`config.mk`:
```
export PLATFORM = sky130hd
export DESIGN_NAME = dsp_job_ctrl_flat
export DESIGN_NICKNAME = d
export VERILOG_FILES = /design/src/rtl/dsp_job_ctrl_if.sv /design/src/rtl/dsp_job_ctrl.sv /design/src/flat_wrapper.sv
export SDC_FILE = /design/constraint.sdc
export NUM_CORES = 1
export LEC_CHECK = 0
export ABC_CLOCK_PERIOD_IN_PS = 4400
export BUFFER_PORTS_ARGS = -buffer_cell sky130_fd_sc_hd__buf_2
export CORE_MARGIN = 5
export CORE_UTILIZATION = 45
export DETAILED_ROUTE_END_ITERATION = 16
export HOLD_SLACK_MARGIN = 0.05
export PLACE_DENSITY = 0.7
export SLEW_MARGIN = 20
export SYNTH_ARGS = -nofsm -noshare
export SYNTH_HDL_FRONTEND = slang
export SYNTH_SLANG_ARGS = --single-unit
```
`constraint.sdc`:
```
create_clock -name i_clk -period 4.4 [get_ports i_clk]
set_clock_uncertainty 0.15 [all_clocks]
set_input_delay 0.88 -clock i_clk [delete_from_list [all_inputs] [get_ports i_clk]]
set_output_delay 0.88 -clock i_clk [all_outputs]
set_load 0.02 [all_outputs]
```
`src/rtl/dsp_job_ctrl_if.sv`:
```
// Bundle of every handshake and bus signal between the job sequencer, its
// job/coefficient/sample sources and the shared FIR/IIR/FFT datapath.
interface dsp_job_ctrl_if #(
    parameter int DATA_WIDTH   = 16,
    parameter int COEF_WIDTH   = 16,
    parameter int MAX_TAPS     = 8,
    parameter int IIR_SECTIONS = 2,
    parameter int LEN_WIDTH    = 16
);
    localparam int TAP_W = (MAX_TAPS > 1) ? $clog2(MAX_TAPS) : 1;
    localparam int SEC_W = (IIR_SECTIONS > 1) ? $clog2(IIR_SECTIONS) : 1;

    logic                  job_valid, job_ready, job_load_coef;
    logic [1:0]            job_mode;
    logic [LEN_WIDTH-1:0]  job_len;
    logic                  coef_valid, coef_ready;
    logic [COEF_WIDTH-1:0] coef_data;
    logic                  src_valid, src_ready;
    logic [DATA_WIDTH-1:0] src_real, src_imag;
    logic [1:0]            mode;
    logic [DATA_WIDTH-1:0] din_real, din_imag;
    logic                  din_valid, din_ready, dout_valid;
    logic                  fir_coeff_wr_en;
    logic [TAP_W-1:0]      fir_coeff_index;
    logic [COEF_WIDTH-1:0] fir_coeff_value;
    logic                  iir_coeff_wr_en;
    logic [SEC_W-1:0]      iir_section_index;
    logic [2:0]            iir_coeff_sel;
    logic [COEF_WIDTH-1:0] iir_coeff_value;
    logic                  fft_start, fft_done, busy, job_done, job_err;

    // Sequencer side
    modport slave (
        input  job_valid, job_mode, job_len, job_load_coef,
        input  coef_valid, coef_data, src_valid, src_real, src_imag,
        input  din_ready, dout_valid, fft_done,
        output job_ready, coef_ready, src_ready, mode,
        output din_real, din_imag, din_valid,
        output fir_coeff_wr_en, fir_coeff_index, fir_coeff_value,
        output iir_coeff_wr_en, iir_section_index, iir_coeff_sel, iir_coeff_value,
        output fft_start, busy, job_done, job_err
    );

    // Environment side (job source, sample source, datapath)
    modport master (
        output job_valid, job_mode, job_len, job_load_coef,
        output coef_valid, coef_data, src_valid, src_real, src_imag,
        output din_ready, dout_valid, fft_done,
        input  job_ready, coef_ready, src_ready, mode,
        input  din_real, din_imag, din_valid,
        input  fir_coeff_wr_en, fir_coeff_index, fir_coeff_value,
        input  iir_coeff_wr_en, iir_section_index, iir_coeff_sel, iir_coeff_value,
        input  fft_start, busy, job_done, job_err
    );
endinterface

```
`src/rtl/dsp_job_ctrl.sv`:
```
// Job sequencer for the shared FIR/IIR/FFT datapath: accepts one descriptor,
// programs mode, optionally loads coefficients, gates samples (framing FFT
// blocks), counts results and reports completion or drain timeout.
module dsp_job_ctrl #(
    parameter int DATA_WIDTH    = 16,
    parameter int COEF_WIDTH    = 16,
    parameter int MAX_TAPS      = 8,
    parameter int IIR_SECTIONS  = 2,
    parameter int FFT_N         = 8,
    parameter int LEN_WIDTH     = 16,
    parameter int DRAIN_TIMEOUT = 256
) (
    input  logic             i_clk,
    input  logic             i_rst_n,
    dsp_job_ctrl_if.slave    io_bus
);
    localparam int TAP_W = (MAX_TAPS > 1) ? $clog2(MAX_TAPS) : 1;
    localparam int SEC_W = (IIR_SECTIONS > 1) ? $clog2(IIR_SECTIONS) : 1;
    localparam int FRM_W = (FFT_N > 1) ? $clog2(FFT_N) : 1;
    localparam int TO_W  = $clog2(DRAIN_TIMEOUT + 1);
    localparam logic [1:0] M_FIR = 2'd0, M_IIR = 2'd1, M_FFT = 2'd2, M_BAD = 2'd3;

    typedef enum logic [2:0] {S_IDLE, S_LOAD, S_FSTART, S_STREAM, S_FWAIT, S_DRAIN, S_DONE} state_t;

    state_t                r_state, w_next;
    logic [1:0]            r_mode, r_jmode;
    logic [LEN_WIDTH-1:0]  r_len, r_in_cnt, r_out_cnt;
    logic [FRM_W-1:0]      r_frm_cnt;
    logic [TO_W-1:0]       r_to_cnt;
    logic                  r_err;
    logic [TAP_W-1:0]      r_tap;
    logic [SEC_W-1:0]      r_sec;
    logic [2:0]            r_sel;
    logic                  r_fir_wr, r_iir_wr;
    logic [TAP_W-1:0]      r_fir_idx;
    logic [SEC_W-1:0]      r_iir_sec;
    logic [2:0]            r_iir_sel;
    logic [COEF_WIDTH-1:0] r_fir_val, r_iir_val;

    logic                  w_reject, w_coef_hs, w_coef_last, w_gate, w_in_hs, w_in_last;
    logic                  w_frm_last, w_out_en, w_out_done, w_timeout;
    logic [LEN_WIDTH-1:0]  w_out_nxt;

    // A job is illegal if its mode is reserved, it is empty, or an FFT job
    // would leave a partial frame.
    assign w_reject    = (io_bus.job_mode == M_BAD) || (io_bus.job_len == '0) ||
                         ((io_bus.job_mode == M_FFT) && ((io_bus.job_len % LEN_WIDTH'(FFT_N)) != '0));
    assign w_coef_hs   = (r_state == S_LOAD) && io_bus.coef_valid;
    assign w_coef_last = (r_jmode == M_FIR) ? (r_tap == TAP_W'(MAX_TAPS - 1))
                                            : ((r_sec == SEC_W'(IIR_SECTIONS - 1)) && (r_sel == 3'd4));
    assign w_gate      = (r_in_cnt == r_len);
    assign w_in_hs     = (r_state == S_STREAM) && !w_gate && io_bus.src_valid && io_bus.din_ready;
    assign w_in_last   = ((r_in_cnt + 1'b1) == r_len);
    assign w_frm_last  = (r_frm_cnt == FRM_W'(FFT_N - 1));
    // Results only belong to the job while its samples can be in the datapath.
    assign w_out_en    = io_bus.dout_valid && ((r_state == S_STREAM) || (r_state == S_FSTART) ||
                                               (r_state == S_FWAIT)  || (r_state == S_DRAIN));
    assign w_out_nxt   = r_out_cnt + {{(LEN_WIDTH-1){1'b0}}, w_out_en};
    assign w_out_done  = (w_out_nxt == r_len);
    // r_to_cnt holds the number of cycles since the last result, so expiry
    // lands the done pulse exactly DRAIN_TIMEOUT cycles after that result.
    assign w_timeout   = (r_state == S_DRAIN) && !io_bus.dout_valid &&
                         (r_to_cnt == TO_W'(DRAIN_TIMEOUT - 1));

    // State register
    always_ff @(posedge i_clk) begin
        if (!i_rst_n) r_state <= S_IDLE;
        else          r_state <= w_next;
    end

    // Next-state logic
    always_comb begin
        w_next = r_state;
        unique case (r_state)
            S_IDLE: if (io_bus.job_valid) begin
                if (w_reject)                                              w_next = S_DONE;
                else if (io_bus.job_load_coef && (io_bus.job_mode != M_FFT)) w_next = S_LOAD;
                else if (io_bus.job_mode == M_FFT)                         w_next = S_FSTART;
                else                                                       w_next = S_STREAM;
            end
            S_LOAD:   if (w_coef_hs && w_coef_last) w_next = S_STREAM;
            S_FSTART: w_next = S_STREAM;
            S_STREAM: if (w_in_hs) begin
                if ((r_jmode == M_FFT) && w_frm_last) w_next = S_FWAIT;
                else if (w_in_last)                   w_next = S_DRAIN;
            end
            S_FWAIT:  if (io_bus.fft_done) w_next = w_gate ? S_DRAIN : S_FSTART;
            S_DRAIN:  if (w_out_done || w_timeout) w_next = S_DONE;
            S_DONE:   w_next = S_IDLE;
            default:  w_next = S_IDLE;
        endcase
    end

    // Outputs decoded from state; samples pass straight through while streaming
    always_comb begin
        io_bus.job_ready  = (r_state == S_IDLE);
        io_bus.coef_ready = (r_state == S_LOAD);
        io_bus.src_ready  = 1'b0;
        io_bus.din_valid  = 1'b0;
        io_bus.din_real   = {DATA_WIDTH{1'b0}};
        io_bus.din_imag   = {DATA_WIDTH{1'b0}};
        io_bus.fft_start  = (r_state == S_FSTART);
        io_bus.busy       = (r_state != S_IDLE);
        io_bus.job_done   = (r_state == S_DONE);
        io_bus.job_err    = (r_state == S_DONE) && r_err;
        if ((r_state == S_STREAM) && !w_gate) begin
            io_bus.src_ready = io_bus.din_ready;
            io_bus.din_valid = io_bus.src_valid;
            io_bus.din_real  = io_bus.src_real;
            io_bus.din_imag  = io_bus.src_imag;
        end
    end

    // Job latch, sample/result/frame/coefficient counters and error flag
    always_ff @(posedge i_clk) begin
        if (!i_rst_n) begin
            r_mode <= '0; r_jmode <= '0; r_len <= '0; r_err <= 1'b0;
            r_in_cnt <= '0; r_out_cnt <= '0; r_frm_cnt <= '0; r_to_cnt <= '0;
            r_tap <= '0; r_sec <= '0; r_sel <= '0;
        end else begin
            if (w_coef_hs) begin
                if (r_jmode == M_FIR) r_tap <= r_tap + 1'b1;
                else if (r_sel == 3'd4) begin r_sel <= '0; r_sec <= r_sec + 1'b1; end
                else r_sel <= r_sel + 1'b1;
            end
            if (w_in_hs) begin
                r_in_cnt  <= r_in_cnt + 1'b1;
                r_frm_cnt <= w_frm_last ? '0 : r_frm_cnt + 1'b1;
            end
            r_out_cnt <= w_out_nxt;
            r_to_cnt  <= ((r_state == S_DRAIN) && !io_bus.dout_valid) ? r_to_cnt + 1'b1 : TO_W'(1);
            if (w_timeout && !w_out_done) r_err <= 1'b1;
            if ((r_state == S_IDLE) && io_bus.job_valid) begin
                r_jmode <= io_bus.job_mode;
                r_len   <= io_bus.job_len;
                r_err   <= w_reject;
                if (!w_reject) r_mode <= io_bus.job_mode;
                r_in_cnt <= '0; r_out_cnt <= '0; r_frm_cnt <= '0;
                r_tap <= '0; r_sec <= '0; r_sel <= '0;
            end
        end
    end

    // Coefficient write port: one registered write per accepted coefficient
    always_ff @(posedge i_clk) begin
        if (!i_rst_n) begin
            r_fir_wr <= 1'b0; r_iir_wr <= 1'b0;
            r_fir_idx <= '0; r_fir_val <= '0;
            r_iir_sec <= '0; r_iir_sel <= '0; r_iir_val <= '0;
        end else begin
            r_fir_wr <= w_coef_hs && (r_jmode == M_FIR);
            r_iir_wr <= w_coef_hs && (r_jmode == M_IIR);
            if (w_coef_hs && (r_jmode == M_FIR)) begin
                r_fir_idx <= r_tap;
                r_fir_val <= io_bus.coef_data;
            end
            if (w_coef_hs && (r_jmode == M_IIR)) begin
                r_iir_sec <= r_sec;
                r_iir_sel <= r_sel;
                r_iir_val <= io_bus.coef_data;
            end
        end
    end

    assign io_bus.mode              = r_mode;
    assign io_bus.fir_coeff_wr_en   = r_fir_wr;
    assign io_bus.fir_coeff_index   = r_fir_idx;
    assign io_bus.fir_coeff_value   = r_fir_val;
    assign io_bus.iir_coeff_wr_en   = r_iir_wr;
    assign io_bus.iir_section_index = r_iir_sec;
    assign io_bus.iir_coeff_sel     = r_iir_sel;
    assign io_bus.iir_coeff_value   = r_iir_val;
endmodule

```
`src/flat_wrapper.sv`:
```
// flat-port wrapper written by rule: the top's interface ports become plain ports
module dsp_job_ctrl_flat 
#(
    parameter int DATA_WIDTH    = 16,
    parameter int COEF_WIDTH    = 16,
    parameter int MAX_TAPS      = 8,
    parameter int IIR_SECTIONS  = 2,
    parameter int FFT_N         = 8,
    parameter int LEN_WIDTH     = 16,
    parameter int DRAIN_TIMEOUT = 256
)
  (i_clk, i_rst_n, io_bus_job_valid, io_bus_job_mode, io_bus_job_len, io_bus_job_load_coef, io_bus_coef_valid, io_bus_coef_data, io_bus_src_valid, io_bus_src_real, io_bus_src_imag, io_bus_din_ready, io_bus_dout_valid, io_bus_fft_done, io_bus_job_ready, io_bus_coef_ready, io_bus_src_ready, io_bus_mode, io_bus_din_real, io_bus_din_imag, io_bus_din_valid, io_bus_fir_coeff_wr_en, io_bus_fir_coeff_index, io_bus_fir_coeff_value, io_bus_iir_coeff_wr_en, io_bus_iir_section_index, io_bus_iir_coeff_sel, io_bus_iir_coeff_value, io_bus_fft_start, io_bus_busy, io_bus_job_done, io_bus_job_err);
  dsp_job_ctrl_if #(.DATA_WIDTH(DATA_WIDTH), .COEF_WIDTH(COEF_WIDTH), .MAX_TAPS(MAX_TAPS), .IIR_SECTIONS(IIR_SECTIONS), .LEN_WIDTH(LEN_WIDTH)) io_bus_i ();
  input  logic i_clk;
  input  logic i_rst_n;
  input wire logic [$bits(io_bus_i.job_valid)-1:0] io_bus_job_valid;
  input wire logic [$bits(io_bus_i.job_mode)-1:0] io_bus_job_mode;
  input wire logic [$bits(io_bus_i.job_len)-1:0] io_bus_job_len;
  input wire logic [$bits(io_bus_i.job_load_coef)-1:0] io_bus_job_load_coef;
  input wire logic [$bits(io_bus_i.coef_valid)-1:0] io_bus_coef_valid;
  input wire logic [$bits(io_bus_i.coef_data)-1:0] io_bus_coef_data;
  input wire logic [$bits(io_bus_i.src_valid)-1:0] io_bus_src_valid;
  input wire logic [$bits(io_bus_i.src_real)-1:0] io_bus_src_real;
  input wire logic [$bits(io_bus_i.src_imag)-1:0] io_bus_src_imag;
  input wire logic [$bits(io_bus_i.din_ready)-1:0] io_bus_din_ready;
  input wire logic [$bits(io_bus_i.dout_valid)-1:0] io_bus_dout_valid;
  input wire logic [$bits(io_bus_i.fft_done)-1:0] io_bus_fft_done;
  output wire logic [$bits(io_bus_i.job_ready)-1:0] io_bus_job_ready;
  output wire logic [$bits(io_bus_i.coef_ready)-1:0] io_bus_coef_ready;
  output wire logic [$bits(io_bus_i.src_ready)-1:0] io_bus_src_ready;
  output wire logic [$bits(io_bus_i.mode)-1:0] io_bus_mode;
  output wire logic [$bits(io_bus_i.din_real)-1:0] io_bus_din_real;
  output wire logic [$bits(io_bus_i.din_imag)-1:0] io_bus_din_imag;
  output wire logic [$bits(io_bus_i.din_valid)-1:0] io_bus_din_valid;
  output wire logic [$bits(io_bus_i.fir_coeff_wr_en)-1:0] io_bus_fir_coeff_wr_en;
  output wire logic [$bits(io_bus_i.fir_coeff_index)-1:0] io_bus_fir_coeff_index;
  output wire logic [$bits(io_bus_i.fir_coeff_value)-1:0] io_bus_fir_coeff_value;
  output wire logic [$bits(io_bus_i.iir_coeff_wr_en)-1:0] io_bus_iir_coeff_wr_en;
  output wire logic [$bits(io_bus_i.iir_section_index)-1:0] io_bus_iir_section_index;
  output wire logic [$bits(io_bus_i.iir_coeff_sel)-1:0] io_bus_iir_coeff_sel;
  output wire logic [$bits(io_bus_i.iir_coeff_value)-1:0] io_bus_iir_coeff_value;
  output wire logic [$bits(io_bus_i.fft_start)-1:0] io_bus_fft_start;
  output wire logic [$bits(io_bus_i.busy)-1:0] io_bus_busy;
  output wire logic [$bits(io_bus_i.job_done)-1:0] io_bus_job_done;
  output wire logic [$bits(io_bus_i.job_err)-1:0] io_bus_job_err;
  assign io_bus_i.job_valid = io_bus_job_valid;
  assign io_bus_i.job_mode = io_bus_job_mode;
  assign io_bus_i.job_len = io_bus_job_len;
  assign io_bus_i.job_load_coef = io_bus_job_load_coef;
  assign io_bus_i.coef_valid = io_bus_coef_valid;
  assign io_bus_i.coef_data = io_bus_coef_data;
  assign io_bus_i.src_valid = io_bus_src_valid;
  assign io_bus_i.src_real = io_bus_src_real;
  assign io_bus_i.src_imag = io_bus_src_imag;
  assign io_bus_i.din_ready = io_bus_din_ready;
  assign io_bus_i.dout_valid = io_bus_dout_valid;
  assign io_bus_i.fft_done = io_bus_fft_done;
  assign io_bus_job_ready = io_bus_i.job_ready;
  assign io_bus_coef_ready = io_bus_i.coef_ready;
  assign io_bus_src_ready = io_bus_i.src_ready;
  assign io_bus_mode = io_bus_i.mode;
  assign io_bus_din_real = io_bus_i.din_real;
  assign io_bus_din_imag = io_bus_i.din_imag;
  assign io_bus_din_valid = io_bus_i.din_valid;
  assign io_bus_fir_coeff_wr_en = io_bus_i.fir_coeff_wr_en;
  assign io_bus_fir_coeff_index = io_bus_i.fir_coeff_index;
  assign io_bus_fir_coeff_value = io_bus_i.fir_coeff_value;
  assign io_bus_iir_coeff_wr_en = io_bus_i.iir_coeff_wr_en;
  assign io_bus_iir_section_index = io_bus_i.iir_section_index;
  assign io_bus_iir_coeff_sel = io_bus_i.iir_coeff_sel;
  assign io_bus_iir_coeff_value = io_bus_i.iir_coeff_value;
  assign io_bus_fft_start = io_bus_i.fft_start;
  assign io_bus_busy = io_bus_i.busy;
  assign io_bus_job_done = io_bus_i.job_done;
  assign io_bus_job_err = io_bus_i.job_err;
  dsp_job_ctrl #(.DATA_WIDTH(DATA_WIDTH), .COEF_WIDTH(COEF_WIDTH), .MAX_TAPS(MAX_TAPS), .IIR_SECTIONS(IIR_SECTIONS), .FFT_N(FFT_N), .LEN_WIDTH(LEN_WIDTH), .DRAIN_TIMEOUT(DRAIN_TIMEOUT)) u_core (.i_clk(i_clk), .i_rst_n(i_rst_n), .io_bus(io_bus_i));
endmodule
```
# Word level (Yosys, flattened, before mapping)
# Index checks and enable logic that the tools add are counted.
# totals
reg_bits,116
inputBits,75
wordCells,115
# op_classes
addsub,7
n_eq_ne,24
muxes,22
bitwise_logic,3
n_reduce_logical,39
# op_table
operator,n
16-bit == test,3
3-bit two-way mux,12
16-bit two-way mux,2
"3-bit == test, second input constant",6
3-bit one-hot mux with 6 select lines,1
1-bit logical AND,17
16-bit by 1-bit adder with 16-bit output,1
"16-bit by 1-bit adder with 16-bit output, second input constant",1
16-bit zero test,1
16-bit nonzero test,1
"3-bit by 1-bit adder with 3-bit output, second input constant",3
"9-bit by 1-bit adder with 9-bit output, second input constant",1
"9-bit by 8-bit == test with 1-bit output, second input constant",1
"2-bit != test, second input constant",4
2-bit AND reduction,4
1-bit two-way mux,7
"2-bit == test, second input constant",3
"3-bit by 2-bit == test with 1-bit output, second input constant",2
1-bit logical OR,6
6-bit AND reduction,1
"2-bit by 1-bit != test with 1-bit output, second input constant",2
"3-bit by 1-bit == test with 1-bit output, second input constant",1
1-bit zero test,3
3-bit zero test,1
other kinds (9),11

# Logic depth before layout (Yosys ltp)
# Gate-level depths: netlist of run 1.
# logic_depth
ltp_word,11
mapped_depth,12

# Worst setup path before layout of run 1
# Ideal clock, no wire load.
# synth_timing
path_kind,input to register
start,input port io_bus_dout_valid
end,register u_core.r_state[1]
setup_time_ps,72
t_arrival_ps,3087
t_required_ps,4178
path_slack_ps,1091
cell_stages,11
n_path_buf,1
path_cell_list,and2_1 ha_1 clkbuf_1 nand2_1 nor4_1 xnor2_1 o22ai_1 a2111oi_0 nand4_1 a211oi_2 mux2i_1
# synth_between
elab_chain_len,6
# synth_lines
element,line,rtl
"start, declared",flat_wrapper.sv:26,input wire logic [$bits(io_bus_i.dout_valid)-1:0] io_bus_dout_valid;
1-bit logical AND or 1-bit zero test (tied branches),"dsp_job_ctrl.sv:56, dsp_job_ctrl.sv:62",
16-bit by 1-bit adder with 16-bit output or 1-bit logical AND (tied branches),"dsp_job_ctrl.sv:58, dsp_job_ctrl.sv:62",
16-bit == test or 1-bit logical AND (tied branches),"dsp_job_ctrl.sv:59, dsp_job_ctrl.sv:62",
1-bit logical OR *,dsp_job_ctrl.sv:88,S_DRAIN: if (w_out_done || w_timeout) w_next = S_DONE;
2-bit != test (no line) *,-,
6-bit AND reduction (no line) *,-,
"end signal, assigned",dsp_job_ctrl.sv:68,else r_state <= w_next;
"end, declared",dsp_job_ctrl.sv:25,"state_t r_state, w_next;"
# Every way passes the cells marked *; elsewhere a longest branch is shown, timed or not.
# A chain may end at the register's enable or synchronous reset.

# Worst setup path after layout of run 1
# layout_timing
start,register u_core.r_state[2]
end,register u_core.r_state[1]
# layout_between
elab_chain_len,10
# layout_lines
element,line,rtl
"3-bit by 2-bit == test with 1-bit output, on equally long branches","dsp_job_ctrl.sv:52, dsp_job_ctrl.sv:56, dsp_job_ctrl.sv:74",
1-bit logical OR (2 in series),dsp_job_ctrl.sv:56,assign w_out_en = io_bus.dout_valid && ((r_state == S_STREAM) || (r_state == S_FSTART) ||
1-bit logical OR,dsp_job_ctrl.sv:57,(r_state == S_FWAIT) || (r_state == S_DRAIN));
1-bit logical AND,dsp_job_ctrl.sv:56,
16-bit by 1-bit adder with 16-bit output,dsp_job_ctrl.sv:58,"assign w_out_nxt = r_out_cnt + {{(LEN_WIDTH-1){1'b0}}, w_out_en};"
16-bit == test,dsp_job_ctrl.sv:59,assign w_out_done = (w_out_nxt == r_len);
1-bit logical OR,dsp_job_ctrl.sv:88,
2-bit != test (no line),-,
6-bit AND reduction (no line),-,
# Parallel ways exist; a longest one is shown, timed or not.

==> impl_metrics.toml, run 1 <==
[die]
ios = 158
dieHeight_um = 126
die_x_um = 126
core_sq_um = 13200
row_count = 42
die_area_sq_um = 15800
start_util_pct = 45.7

[critical_path]
crit_required_ns = 4.59
startpoint_type = "flip-flop"
crit_fanout = 12
critical_path_class = "flip-flop to flip-flop"
end_kind = "flip-flop"
cp.arrival_ns = 3.90

[job]
max-cap-violations = 0

[synthesis]
yosysSeqAreaShare_pct = 38.5
synth-edff-count = 0
syn_nets = 860
synthArstFlopShare_pct = 0
yosys-top-cells-area = "dfxtp_1 (38%), nand2_1 (9.8%), a21oi_1 (6.9%), xnor2_1 (6.2%), and2_1 (4.0%)"
synthesis.area_sq_um = 6030
yosys.area.top_type = "dfxtp_1"
yosysTopAreaCellShare_pct = 38.5
ys_ff_latch = 116
avgSynthCellArea_sq_um = 7.80
synthCells = 773
synthFlopType = "dfxtp_1"
yosysUniqueCellTypes = 66
yosys_warnings = 0

[sta]
fin_ws_ns = 0.689
worst_pin_slew_ns = 0.923
maxSlewHeadroom_pct = 38.4
hold_violations = 0
setup_tns_ns = 0
drv_slew = 0
min_period_ns = 3.71
setup_violations = 0
max_freq_mhz = 270
timing.hold.ws_ns = 0.299
rsz0062_at_grt = "false"
post-route-period-util_pct = 84.3

[cts]
cts_made_buffers = 17
cts.repair.resized = 0
htree_levels = 4
post_cts_buffers = 0
root_buffer = "clkbuf_16"
clk_path_buf_depth = 2
clk_latency_ns = 0.42
cts_tree = "done"
cts.sinks = 116
ctsHoldBuffers = 0
clk_pin_slew_ns = 0.05

[final_layout]
fin_util_pct = 56.4
area_delta_synth_final_pct = 23.4
antenna_cells = 0
drive_gt1_share_pct = 22.7
nets = 993

[outcome]
outcome = "finished, final reports clean"

[grt]
grt_pass1_vias = 5676
grt_pass1_wl_um = 27500
grt_max_degree = 49
grtUsageTotal_pct = 21.3
antenna_found_initial = 1
overflow = 0

[drt]
dr.pass1.iters = 7
vias_per_cell = 5.31
drc = 0
antenna_left = 0
drt_iter0_drc = 409
via_count = 5808
wl_um = 17000
wire_per_inst_um = 15.5

[power]
p_leak_nw = 3.07
power_mw = 3.62
peakVddDrop_mv = 0.287
power.density_nw_per_um2 = 487

[placed_design]
dp_slack_ns = 0.638
port_buffers = 157
gp_congestion = 0.939
hpwl_um = 12100

[min_path]
hold_class = "flip-flop to flip-flop"
## flip-flops by register name, indices dropped and copies added (netlist names), 2 cells and up
name	count
u_core.io_bus.fir_coeff_value	16
u_core.io_bus.mode	2
u_core.io_bus.iir_coeff_value	16
u_core.r_state	3
u_core.r_tap	3
u_core.r_in_cnt	16
u_core.r_jmode	2
u_core.r_frm_cnt	3
u_core.r_sel	3
u_core.r_to_cnt	9
u_core.r_len	16
u_core.io_bus.iir_coeff_sel	3
u_core.r_out_cnt	16
u_core.io_bus.fir_coeff_index	3
## cells in the final DEF, fill, tap and decap left out, drive strengths merged, types with 7 or more instances in the layout
master	netlist	routed
a21oi	83	83
and2	39	39
and3	8	8
buf	21	163
clkbuf	28	18
clkinv	0	9
dfxtp	116	116
ha	12	12
inv	16	16
nand2	158	158
nand3	25	25
nand4	15	15
nor2	56	56
nor2b	7	7
nor3	14	14
nor4	14	14
o21ai	17	17
or3	8	8
xnor2	43	43
xor2	27	27
## worst paths after layout
check | start | to | slack (ns) | cells after the start
worst max-delay path | u_core.r_state[2] | u_core.r_state[1] | 0.69 | 11
worst min-delay path | u_core.io_bus.fir_coeff_value[14] | u_core.io_bus.fir_coeff_value[14] | 0.30 | 2
worst max register to register | u_core.r_state[2] | u_core.r_state[1] | 0.69 | 11
worst min register to register | u_core.io_bus.fir_coeff_value[14] | u_core.io_bus.fir_coeff_value[14] | 0.30 | 2
## kinds of logic after synthesis
kind of cell | share of synthesized area [%]
compound gates | 13.2
xor+xnor | 10.2
fa+ha+maj | 2.49
buf+inv | 5.08
flops | 38.5
mux | 0.850
simple gates | 29.8
## power breakdown
group	total [mW]	internal, mW	switching (mW)
Combinational	0.985	0.375	0.610
Clock	1.38	0.885	0.496
Sequential	1.26	1.14	0.123
## worst max-delay path, stage by stage (launching register included)
cell	delay [ns]
dfxtp_1	0.63
ha_1	0.19
and2_1	0.16
ha_1	0.30
nand2_1	0.12
nor4_1	0.40
xnor2_1	0.21
o22ai_1	0.13
a2111oi_0	0.51
nand4_1	0.27
a211oi_2	0.36
mux2i_1	0.22
## area by class of cell
class	count	area [sq um]
clock inverter	13	161
sequential	116	2320
tap	176	220
inverter	16	60.1
clock buffer	18	429
multi-input combinational	592	3420
timing repair buffer	163	831
fill	1261	5750
## per-stage QoR
stage,cell area (sq um),cells
after floorplan,6030,773
after global placement,6850,1063
after detailed placement,6850,1063
after CTS,7440,1094
after global routing,7440,1094
final,7440,1094
## synthesized netlist by cell type, types with 5 or more instances
library cell	n
nand2_1	158
dfxtp_1	116
a21oi_1	83
nor2_1	56
xnor2_1	43
and2_1	39
clkbuf_1	27
xor2_1	27
nand3_1	25
o21ai_0	16
inv_1	15
nand4_1	13
nor3_1	13
ha_1	12
nor4_1	12
buf_2	10
and3_1	8
or3_1	8
nor2b_1	7
buf_6	5
## per-layer routing
layer	part of all wire, %	vias to the layer above	global-route usage (%)
met5	0.041	-	0
met4	3.1	2	9.21
met3	8.1	41	7.24
met2	48	221	35.9
met1	41	2650	24.5
li1	-	2894	-
(Power assumes the default switching activity.)
==> run 2: changes to the inputs <==
--- a/config.mk
+++ b/config.mk
@@ -5,7 +5,7 @@
 export SDC_FILE = /design/constraint.sdc
 export NUM_CORES = 1
 export LEC_CHECK = 0
-export ABC_CLOCK_PERIOD_IN_PS = 4400
+export ABC_CLOCK_PERIOD_IN_PS = 3500
 export BUFFER_PORTS_ARGS = -buffer_cell sky130_fd_sc_hd__buf_2
 export CORE_MARGIN = 5
 export CORE_UTILIZATION = 45
==> constraint.sdc (replaced) <==
create_clock -name i_clk -period 3.5 [get_ports i_clk]
set_clock_uncertainty 0.15 [all_clocks]
set_input_delay 0.7 -clock i_clk [delete_from_list [all_inputs] [get_ports i_clk]]
set_output_delay 0.7 -clock i_clk [all_outputs]
set_load 0.02 [all_outputs]
==> run 2 against run 1 <==
Compared with the run above: first-iteration DRC count shrank 9.3%; total power rose by 27%; highest routed layer unchanged; routed wire length up 0.78%; combinational power grew 32%; core utilization is 0.79 points higher; die area unchanged; worst setup slack got worse by 0.51 ns.
==> impl_metrics.toml, run 2 (synthesized netlist as in run 1, its figures left out) <==
[placed_design]
placed_area_sq_um = 6930
gp_congestion = 0.931
hpwl_um = 12400
dpl.cell_count = 1074
port_buffers = 157

[grt]
grt_max_degree = 43
grt_pass1_wl_um = 27600
grt_pass1_vias = 5634
antenna_found_initial = 1
grtUsageTotal_pct = 21.4
overflow = 0

[critical_path]
cpMostUsedCell = "buf_4"
ff2ff_setup_slack_ns = 0.20
worst-path-buf-inv = 3
critPathMaxStageDelay_ns = 0.55
startpoint_type = "flip-flop"
cp_top_family = "simple AND/OR/NAND/NOR gates"
cp.arrival_ns = 2.47
crit_required_ns = 2.65
crit_chain = "xnor2_2 > nand4_1 > nor4_1 > buf_4 > a21oi_2 > buf_4 > and2_1 > buf_2"
crit_slowest_cell = "dfxtp_1"
end_kind = "output port"
crit_fanout = 36
critical_path_class = "flip-flop to output port"

[final_layout]
fillCellCount = 1246
final_common_cell = "nand2_1"
area_delta_synth_final_pct = 25.1
multiInputGateArea_sq_um = 3430
final_cell_mix = "nand2_1 (158), buf_2 (157), dfxtp_1 (116)"
drive_gt1_share_pct = 23.9
stdcell_area_sq_um = 7550
antenna_cells = 0
fin_util_pct = 57.2
layoutNonFillerInstCount = 1105
nets = 1004
regArea_sq_um = 2320

[cts]
root_buffer = "clkbuf_16"
post_cts_buffers = 0
clk_latency_ns = 0.42
cts_made_buffers = 17
htree_levels = 4
cts.sinks = 116
cts.repair.resized = 0
clk_path_buf_depth = 2
clk_pin_slew_ns = 0.05
cts_tree = "done"
ctsHoldBuffers = 0

[sta]
max_freq_mhz = 302
drv_slew = 0
rsz0062_at_grt = "true"
timing.hold.ws_ns = 0.300
setup_violations = 0
worst_pin_slew_ns = 0.801
post-route-period-util_pct = 94.8
maxSlewHeadroom_pct = 46.6
min_period_ns = 3.32
hold_violations = 0

[die]
start_util_pct = 45.7
die_x_um = 126
die_area_sq_um = 15800
row_count = 42
ios = 158
core_sq_um = 13200
dieHeight_um = 126

[drt]
wire_per_inst_um = 15.5
via_count = 5900
drc = 0
antenna_left = 0
drt_iter0_drc = 371
dr.pass1.iters = 5
vias_per_cell = 5.34
wl_um = 17100

[power]
p_leak_nw = 3.12
peakVddDrop_mv = 0.402
power.density_nw_per_um2 = 610
power_mw = 4.61

[job]
max-cap-violations = 0

[min_path]
hold_class = "flip-flop to flip-flop"

[outcome]
outcome = "finished, final reports clean"
## run 2: worst register-to-register path, stage by stage, from the launching register on
cell	delay (ns)
dfxtp_1	0.32
ha_1	0.26
and2_1	0.16
ha_1	0.29
nand4_4	0.18
nor4_1	0.28
xnor2_1	0.19
o22ai_1	0.11
a2111oi_1	0.44
nand4_1	0.24
a211oi_2	0.37
mux2i_1	0.24
## run 2: cell type report
cell class / count / share of cell area (%)
inverters: 16 / 0.796
flip-flops and latches: 116 / 30.8
clock inverters: 10 / 1.66
multi-input cells: 592 / 45.4
clock buffers: 21 / 6.36
well taps: 176 / 2.92
repair buffers: 174 / 12.1
## run 2: report_power, final
group          internal [mW]  total, mW  switching, mW
Combinational          0.513       1.30          0.784
Clock                   1.12       1.74          0.622
Sequential              1.43       1.57          0.139
Total                   3.06       4.61           1.54
## run 2: metrics by stage
stage	setup TNS (ns)	setup WS, ns
global route	-0.142	-0.0699
detailed placement	0	0.000444
finish	0	0.184
CTS	0	0.0638
floorplan	0	0.371
global placement	0	0.0932
## run 2: path summary, 6_finish.rpt
kind / end / from / depth (start not counted)
setup / recovery: io_bus_din_imag[2] / u_core.r_len[6] / 8
hold / removal: u_core.io_bus.iir_coeff_sel[1] / u_core.io_bus.iir_coeff_sel[1] / 2
setup reg to reg: u_core.r_state[2] / u_core.r_state[2] / 11
hold reg to reg: u_core.io_bus.iir_coeff_sel[1] / u_core.io_bus.iir_coeff_sel[1] / 2
## run 2: layer usage
| layer | track usage (%) | wire [um] |
|---|---|---|
| met2 | 34.6 | 8050 |
| met3 | 6.39 | 1130 |
| met4 | 9.72 | 484 |
| met1 | 26.3 | 7460 |
| met5 | 0 | 11 |
